## config.mk

```make
export PLATFORM = sky130hd
export DESIGN_NAME = ripple_count_sampler
export DESIGN_NICKNAME = d
export VERILOG_FILES = /design/src/rtl/ripple_count_sampler.sv
export SDC_FILE = /design/constraint.sdc
export NUM_CORES = 1
export LEC_CHECK = 0
export CAP_MARGIN = 20
export CELL_PAD_IN_SITES_DETAIL_PLACEMENT = 2
export CELL_PAD_IN_SITES_GLOBAL_PLACEMENT = 2
export CORE_MARGIN = 2
export CORE_UTILIZATION = 34
export CTS_CLUSTER_SIZE = 24
export DETAILED_ROUTE_END_ITERATION = 12
export GPL_ROUTABILITY_DRIVEN = 0
export PLACE_DENSITY_LB_ADDON = 0.1
export RECOVER_POWER = 100
export SYNTH_ARGS = -nofsm -noshare
export SYNTH_HDL_FRONTEND = slang
export SYNTH_SLANG_ARGS = --single-unit
```

## constraint.sdc

```tcl
create_clock -name clk -period 4.29 [get_ports clk]
set_input_delay 0.6435 -clock clk [delete_from_list [all_inputs] [get_ports clk]]
set_output_delay 0.6435 -clock clk [all_outputs]
set_load 0.01 [all_outputs]
```

## src/rtl/ripple_count_sampler.sv

```systemverilog
// rtl/ripple_count_sampler.sv - brings an asynchronous 4-bit ripple count into the clk domain
// Synchroniser, stability filter, delta accumulator with flags, and snapshot handshake.
module ripple_count_sampler #(
    parameter int CNT_W      = 16,
    parameter int STABLE_CYC = 2,
    parameter int MATCH_VAL  = 100
) (
    input  logic             clk,
    input  logic             reset,
    input  logic [3:0]       q_in,
    input  logic             clear,
    input  logic             snap_req,
    input  logic             snap_ready,
    output logic             snap_valid,
    output logic [CNT_W-1:0] snap_count,
    output logic [CNT_W-1:0] count,
    output logic             stable,
    output logic             wrap_pulse,
    output logic             cmp_hit,
    output logic             overflow
);

    localparam int               RUN_W   = $clog2(STABLE_CYC + 1);
    localparam logic [RUN_W-1:0] RUN_MAX = RUN_W'(STABLE_CYC);
    localparam logic [CNT_W-1:0] MATCH   = CNT_W'(MATCH_VAL);

    typedef enum logic {IDLE, HOLD} snap_state_e;

    logic [3:0]       s1_q, s1_d, s2_q, s2_d;
    logic [RUN_W-1:0] run_q, run_d;
    logic [3:0]       base_q, base_d;
    logic             primed_q, primed_d;
    logic [CNT_W-1:0] count_q, count_d;
    logic             ovf_q, ovf_d;
    logic             wrap_q, wrap_d;
    logic             cmp_q, cmp_d;
    logic [CNT_W-1:0] snap_count_q, snap_count_d;
    snap_state_e      state_q, state_d;

    logic             accept;
    logic [3:0]       delta;
    logic [CNT_W:0]   sum;

    // run_d compares the value s2 is about to take (s1) with its current value,
    // so the accept edge lands exactly STABLE_CYC cycles after s2 settles.
    always_comb begin
        s1_d = q_in;
        s2_d = s1_q;
        if (s1_q != s2_q) begin
            run_d = '0;
        end else if (run_q == RUN_MAX) begin
            run_d = run_q;
        end else begin
            run_d = run_q + RUN_W'(1);
        end
        accept = (run_d == RUN_MAX) && (run_q != RUN_MAX);
        delta  = s2_q - base_q;
        sum    = {1'b0, count_q} + (CNT_W + 1)'(delta);
    end

    always_comb begin
        base_d   = base_q;
        primed_d = primed_q;
        count_d  = count_q;
        ovf_d    = ovf_q;
        wrap_d   = 1'b0;
        cmp_d    = 1'b0;
        if (accept) begin
            base_d   = s2_q;
            primed_d = 1'b1;
        end
        if (clear) begin
            count_d = '0;
            ovf_d   = 1'b0;
        end else if (accept && primed_q && (delta != 4'd0)) begin
            count_d = sum[CNT_W-1:0];
            ovf_d   = ovf_q | sum[CNT_W];
            wrap_d  = (s2_q < base_q);
            cmp_d   = (count_q < MATCH) && (sum[CNT_W-1:0] >= MATCH);
        end
    end

    always_ff @(posedge clk or negedge reset) begin
        if (!reset) begin
            s1_q         <= '0;
            s2_q         <= '0;
            run_q        <= '0;
            base_q       <= '0;
            primed_q     <= 1'b0;
            count_q      <= '0;
            ovf_q        <= 1'b0;
            wrap_q       <= 1'b0;
            cmp_q        <= 1'b0;
            snap_count_q <= '0;
        end else begin
            s1_q         <= s1_d;
            s2_q         <= s2_d;
            run_q        <= run_d;
            base_q       <= base_d;
            primed_q     <= primed_d;
            count_q      <= count_d;
            ovf_q        <= ovf_d;
            wrap_q       <= wrap_d;
            cmp_q        <= cmp_d;
            snap_count_q <= snap_count_d;
        end
    end

    always_ff @(posedge clk or negedge reset) begin
        if (!reset) begin
            state_q <= IDLE;
        end else begin
            state_q <= state_d;
        end
    end

    always_comb begin
        state_d = state_q;
        case (state_q)
            IDLE:    if (snap_req)   state_d = HOLD;
            HOLD:    if (snap_ready) state_d = IDLE;
            default: state_d = IDLE;
        endcase
    end

    // Snapshot takes the count as it stood before this cycle's update.
    always_comb begin
        snap_valid   = (state_q == HOLD);
        snap_count_d = snap_count_q;
        if ((state_q == IDLE) && snap_req) begin
            snap_count_d = count_q;
        end
    end

    assign snap_count = snap_count_q;
    assign count      = count_q;
    assign stable     = (run_q == RUN_MAX);
    assign wrap_pulse = wrap_q;
    assign cmp_hit    = cmp_q;
    assign overflow   = ovf_q;

endmodule
```

Word-level counts from Yosys, hierarchy flattened

Cells that the tools add are included.

Word-level logic and storage cells: 43
Register bits: 51
Input bits: 9

Bitwise operators: 2
$lt $le $gt $ge: 3
Mux-type cells: 13
$add $sub $neg: 3
Equality and inequality tests: 4
Reduce and logical (&&, ||, !) cells: 7

Operators with widths:

| cell                                                         | count |
|---|---|
| 2-to-1 mux 16 bit                                            | 2 |
| adder 16 x 4 -> 17 bit                                       | 1 |
| >= comparator 16 x 7 -> 1 bit (second input constant)        | 1 |
| less-than comparator 16 x 7 -> 1 bit (second input constant) | 1 |
| 2-to-1 mux 1 bit                                             | 8 |
| logical AND 1 bit                                            | 5 |
| equality test 2 bit (second input constant)                  | 2 |
| less-than comparator 4 bit                                   | 1 |
| 2-to-1 mux 2 bit                                             | 2 |
| inequality test 4 bit                                        | 1 |
| nonzero test 4 bit                                           | 1 |
| subtractor 4 bit                                             | 1 |
| adder 2 x 1 -> 2 bit (second input constant)                 | 1 |
| inequality test 2 bit (second input constant)                | 1 |
| one-hot mux 1 bit (2 select lines)                           | 1 |
| nonzero test 2 bit                                           | 1 |
| inverter 1 bit                                               | 1 |
| OR 1 bit                                                     | 1 |

Depth between registers and ports, before layout

Depth in word-level cells: 9
Mapped depth: 15
Gate-level depth less buffers: 14

Worst setup path after synthesis

Ideal clock, no wire load.

Kind: reg2reg
Start: reg s2_q[1]
End: reg cmp_q, in the netlist cmp_hit
Data required time: 4166 ps
Cell stages (with the launch flop): 15
Setup time: 124 ps
Setup slack: 924 ps
Data arrival time: 3242 ps
Clock period less this slack: 3366 ps
Buffers on the path: 1
Path through: dfrtp_1 > ha_1 > nor2b_1 > o21a_1 > or3_4 > and2_1 > ha_1 > a21oi_1 > a21o_1 > buf_2 > or4_1 > a21oi_1 > or2_2 > nand4_1 > o31a_1

Longest elaborated chain between the ends: 8
Elaborated cells on any way between the ends: 13

Ends and longest elaborated chain:

| item                                                           | line | source |
|---|---|---|
| from (decl)                                                    | 29   | `logic [3:0] s1_q, s1_d, s2_q, s2_d;` |
| from (signal assigned)                                         | 86   | `s2_q <= '0;` |
| from (signal assigned)                                         | 97   | `s2_q <= s2_d;` |
| branches (longest 6 deep; another with adder 16 x 4 -> 17 bit) | n/a  |  |
| 2-to-1 mux 1 bit *                                             | 75   | `end else if (accept && primed_q && (delta != 4'd0)) begin` |
| 2-to-1 mux 1 bit *                                             | 72   | `if (clear) begin` |
| named net cmp_d                                                | 36   | `logic cmp_q, cmp_d;` |
| to (signal assigned)                                           | 104  | `cmp_q <= cmp_d;` |
| to (decl)                                                      | 36   |  |

Mark *: on every way through the listed nets, which the timed path passes.
A chain may end at the register's enable or synchronous reset.

Worst setup path in the final report

Start: reg s2_q[1]
End: reg count_q[12], in the netlist count[12]

Longest elaborated chain between the ends: 7
Elaborated cells on any way between the ends: 12

Ends and longest elaborated chain:

| item                                                           | line | source |
|---|---|---|
| branches (longest 7 deep; another with adder 16 x 4 -> 17 bit) | n/a  |  |
| to (signal assigned)                                           | 101  | `count_q <= count_d;` |
| to (decl)                                                      | 33   | `logic [CNT_W-1:0] count_q, count_d;` |

Parallel ways; which one is timed is not known. The select of a mux whose other input is x is not followed.

==> metrics.csv <==
stage,metric,value,unit
clocking,hold_buf cts,0,
clocking,Worst-Skew Late Latency,0.32,ns
routing,Final ANT Viol Nets,0,
yosys,synth unique cells,48,
global_routing,grt total ovfl,0,
sta,Least-Margin Pin Slew,1.74,ns
yosys,Yosys top cell area share,47.4,%
sta,final period utilization,88.6,%
cells_and_area,P&R area growth vs syn,23.5,%
yosys,Yosys reg bits,51,
pwr,peak supply drop,0.147,mV
sta,# setup viols final,0,
cells_and_area,fin nets,315,
place,input/output buffers,45,
sta,clk_skew,0.00906,ns
critical_path,"CP delay by family, top",simple AND/OR/NAND/NOR gates,
critical_path,classification of the worst setup path,reg2reg,
critical_path,largest fanout on the critical path,9,
sta,worst hold slack,0.403,ns
yosys,"Avg Cell Area, Syn",10.7,um^2
sta,max-slew violations,34,
clocking,Sink Count,51,
sta,Final Hold Viols,0,
critical_path,Buf/Inv on CP,0,
place,post-DP HPWL,4750,um
outcome,failing checks,"max-capacitance violations, max-slew violations",
clocking,CTS Buffer Depth,2,
run,Max Cap Viol,1,
sta,max_slew headroom,-16.1,%
clocking,clk slew on worst S/H paths,0.10,ns
pwr,Leak Pwr,1.51,nW
routing,Detailed Routing Iterations Pass 1,4,
yosys,Synth area leader,dfrtp_1,
routing,per-cell routed wire length,16.9,um
yosys,most instantiated cells after synthesis,"dfrtp_1, nor2_1, mux2_2",
clocking,H-tree depth,2,
critical_path,Crit path largest cell delay,1.07,ns
clocking,TritonCTS clock tree,yes,
global_routing,gr usage total,17.2,%
sta,Final min period,3.80,ns
critical_path,worst-path cell chain,"ha_1, nor2b_1, o21a_1, or3_1, a2111oi_2, or2_0, or3_1, mux2_4",
yosys,Synth async-reset ratio,100,%
floorplan,Initial Util,35.0,%
yosys,yosys warns,0,
global_routing,largest net degree at the start of global routing,34,
floorplan,core area,7690,um^2
routing,final WL,6710,um
yosys,Synth Flop Type,dfrtp_1,
routing,DR iter-0 viols,49,
routing,Vias,2050,
yosys,"Seq/Total Area, Yosys",47.4,%
critical_path,"most used cell, CP",or3_1,
clocking,post-cts repair resize count,0,
yosys,"count leader, synth",dfrtp_1,
cells_and_area,share of layout cells above drive strength 1,12.2,%
floorplan,Die Area,8640,um^2
pwr,"Power, Total",0.000956,W
global_routing,initial antenna violation count,0,
global_routing,first-pass GRT wire length,11500,um
sta,RSZ-0062 raised after global routing,false,
clocking,# Post-CTS Setup Buffers,0,
yosys,Syn Std Cell Area,2690,um^2
critical_path,Arrival @ worst endpoint,4.01,ns
routing,DRC violations left,0,
outcome,outcome,finished with violations,
sta,Peak Freq,0.263,GHz
critical_path,crit path max-delay cell type,a2111oi_2,
yosys,"EDFF count, synth",0,
yosys,Mapped Cells,252,
floorplan,I/O pin count,46,
critical_path,critical path launch point type,flop,
global_routing,number of global-route vias before repair,2279,
yosys,largest cells by area after synthesis,"dfrtp_1, mux2_2, ha_1, xnor2_1, nor2_1",
clocking,CTS Root Buffer Type,clkbuf_8,
critical_path,CP required,4.50,ns
yosys,post-synthesis net count,274,
sta,TNS Setup,0,ns
pwr,PwrDens,288,nW/um^2
floorplan,Die Height,93.0,um
worst_hold_path,hold crit path type,reg2reg,
critical_path,kind of end point of the critical path,flop,
cells_and_area,n_diodes,0,
clocking,CTS Buf Count,5,
floorplan,Die X,93.0,um
routing,Vias/cell,5.18,
floorplan,# rows,32,
cell type report:
cell class | instances | area [um^2]
flip-flops and latches | 51 | 1280
clock buffers | 5 | 68.8
inverters | 12 | 45.0
multi-input cells | 177 | 1290
clock inverters | 3 | 67.6
repair buffers | 46 | 448
fillers | 849 | 4360
well taps | 102 | 128
layout by cell type (no fill, tap or decap), types with 2 or more instances in the layout:
cell type,n
dfrtp_1,51
dlygate4sd3_1,42
nor2_1,20
mux2_2,19
nand2_1,18
nor3_1,13
inv_1,12
xnor2_1,12
ha_1,11
a21oi_1,9
nand3_1,8
xor2_1,7
o21ai_0,7
clkbuf_8,5
nor4_1,4
a21o_1,4
nand4_1,4
nor2b_1,3
or2_2,3
nand2b_1,3
or3_1,2
and2_0,2
mux2i_1,2
fa_1,2
bufinv_16,2
clkdlybuf4s50_1,2
clkbuf_1,2
power by group:
part           internal, W  switching (W)
sequential        0.000487     0.00000469
clock             0.000233       0.000170
combinational    0.0000237      0.0000379
total             0.000743       0.000213
path summary, 6_finish.rpt:
kind / start / endpoint / slack, ns / cells after the start
min in group asynchronous: reset / snap_count[11] / 0.49 / 1
max reg2reg: s2_q[1] / count[12] / 0.49 / 8
min reg2reg: s1_q[0] / s2_q[0] / 0.40 / 0
max: s2_q[1] / count[12] / 0.49 / 8
max in group asynchronous: reset / count[0] / 1.65 / 2
min: s1_q[0] / s2_q[0] / 0.40 / 0
per-stage QoR:
stage | util, % | cells | area (um^2) | worst slack [ns]
after floorplan | - | 252 | 2690 | 0.924
after global placement | 41.8 | 388 | 3220 | 0.815
final | 43.2 | 396 | 3320 | 0.491
after global routing | 43.2 | 396 | 3320 | 0.242
after detailed placement | 41.8 | 388 | 3220 | 0.720
after CTS | 43.6 | 396 | 3350 | 0.666
state kept, by name, summed over array words and instances, names as in the netlist:
name	cells
count	16
primed_q	1
snap_valid	1
wrap_pulse	1
cmp_hit	1
s2_q	4
snap_count	16
base_q	4
overflow	1
run_q	2
s1_q	4
routing by layer:
metal | global-route usage, % | up-vias | routed length [um]
li1 | - | 963 | -
met1 | 21.9 | 1046 | 3050
met2 | 29.2 | 35 | 3370
met3 | 3.55 | 6 | 201
met4 | 5.64 | 0 | 80
met5 | 0 | - | 0
cells by family (layout without fill, tap and decap cells):
kind of cell	count (synthesis)	in the layout	synth area share (%)
compound gates	34	34	9.44
xor+xnor	19	19	6.18
fa+ha+maj	13	13	6.60
buf+inv	24	66	3.77
flops	51	51	47.4
mux	22	22	9.25
simple gates	89	89	17.3
Power figures use the tool's default switching activity.
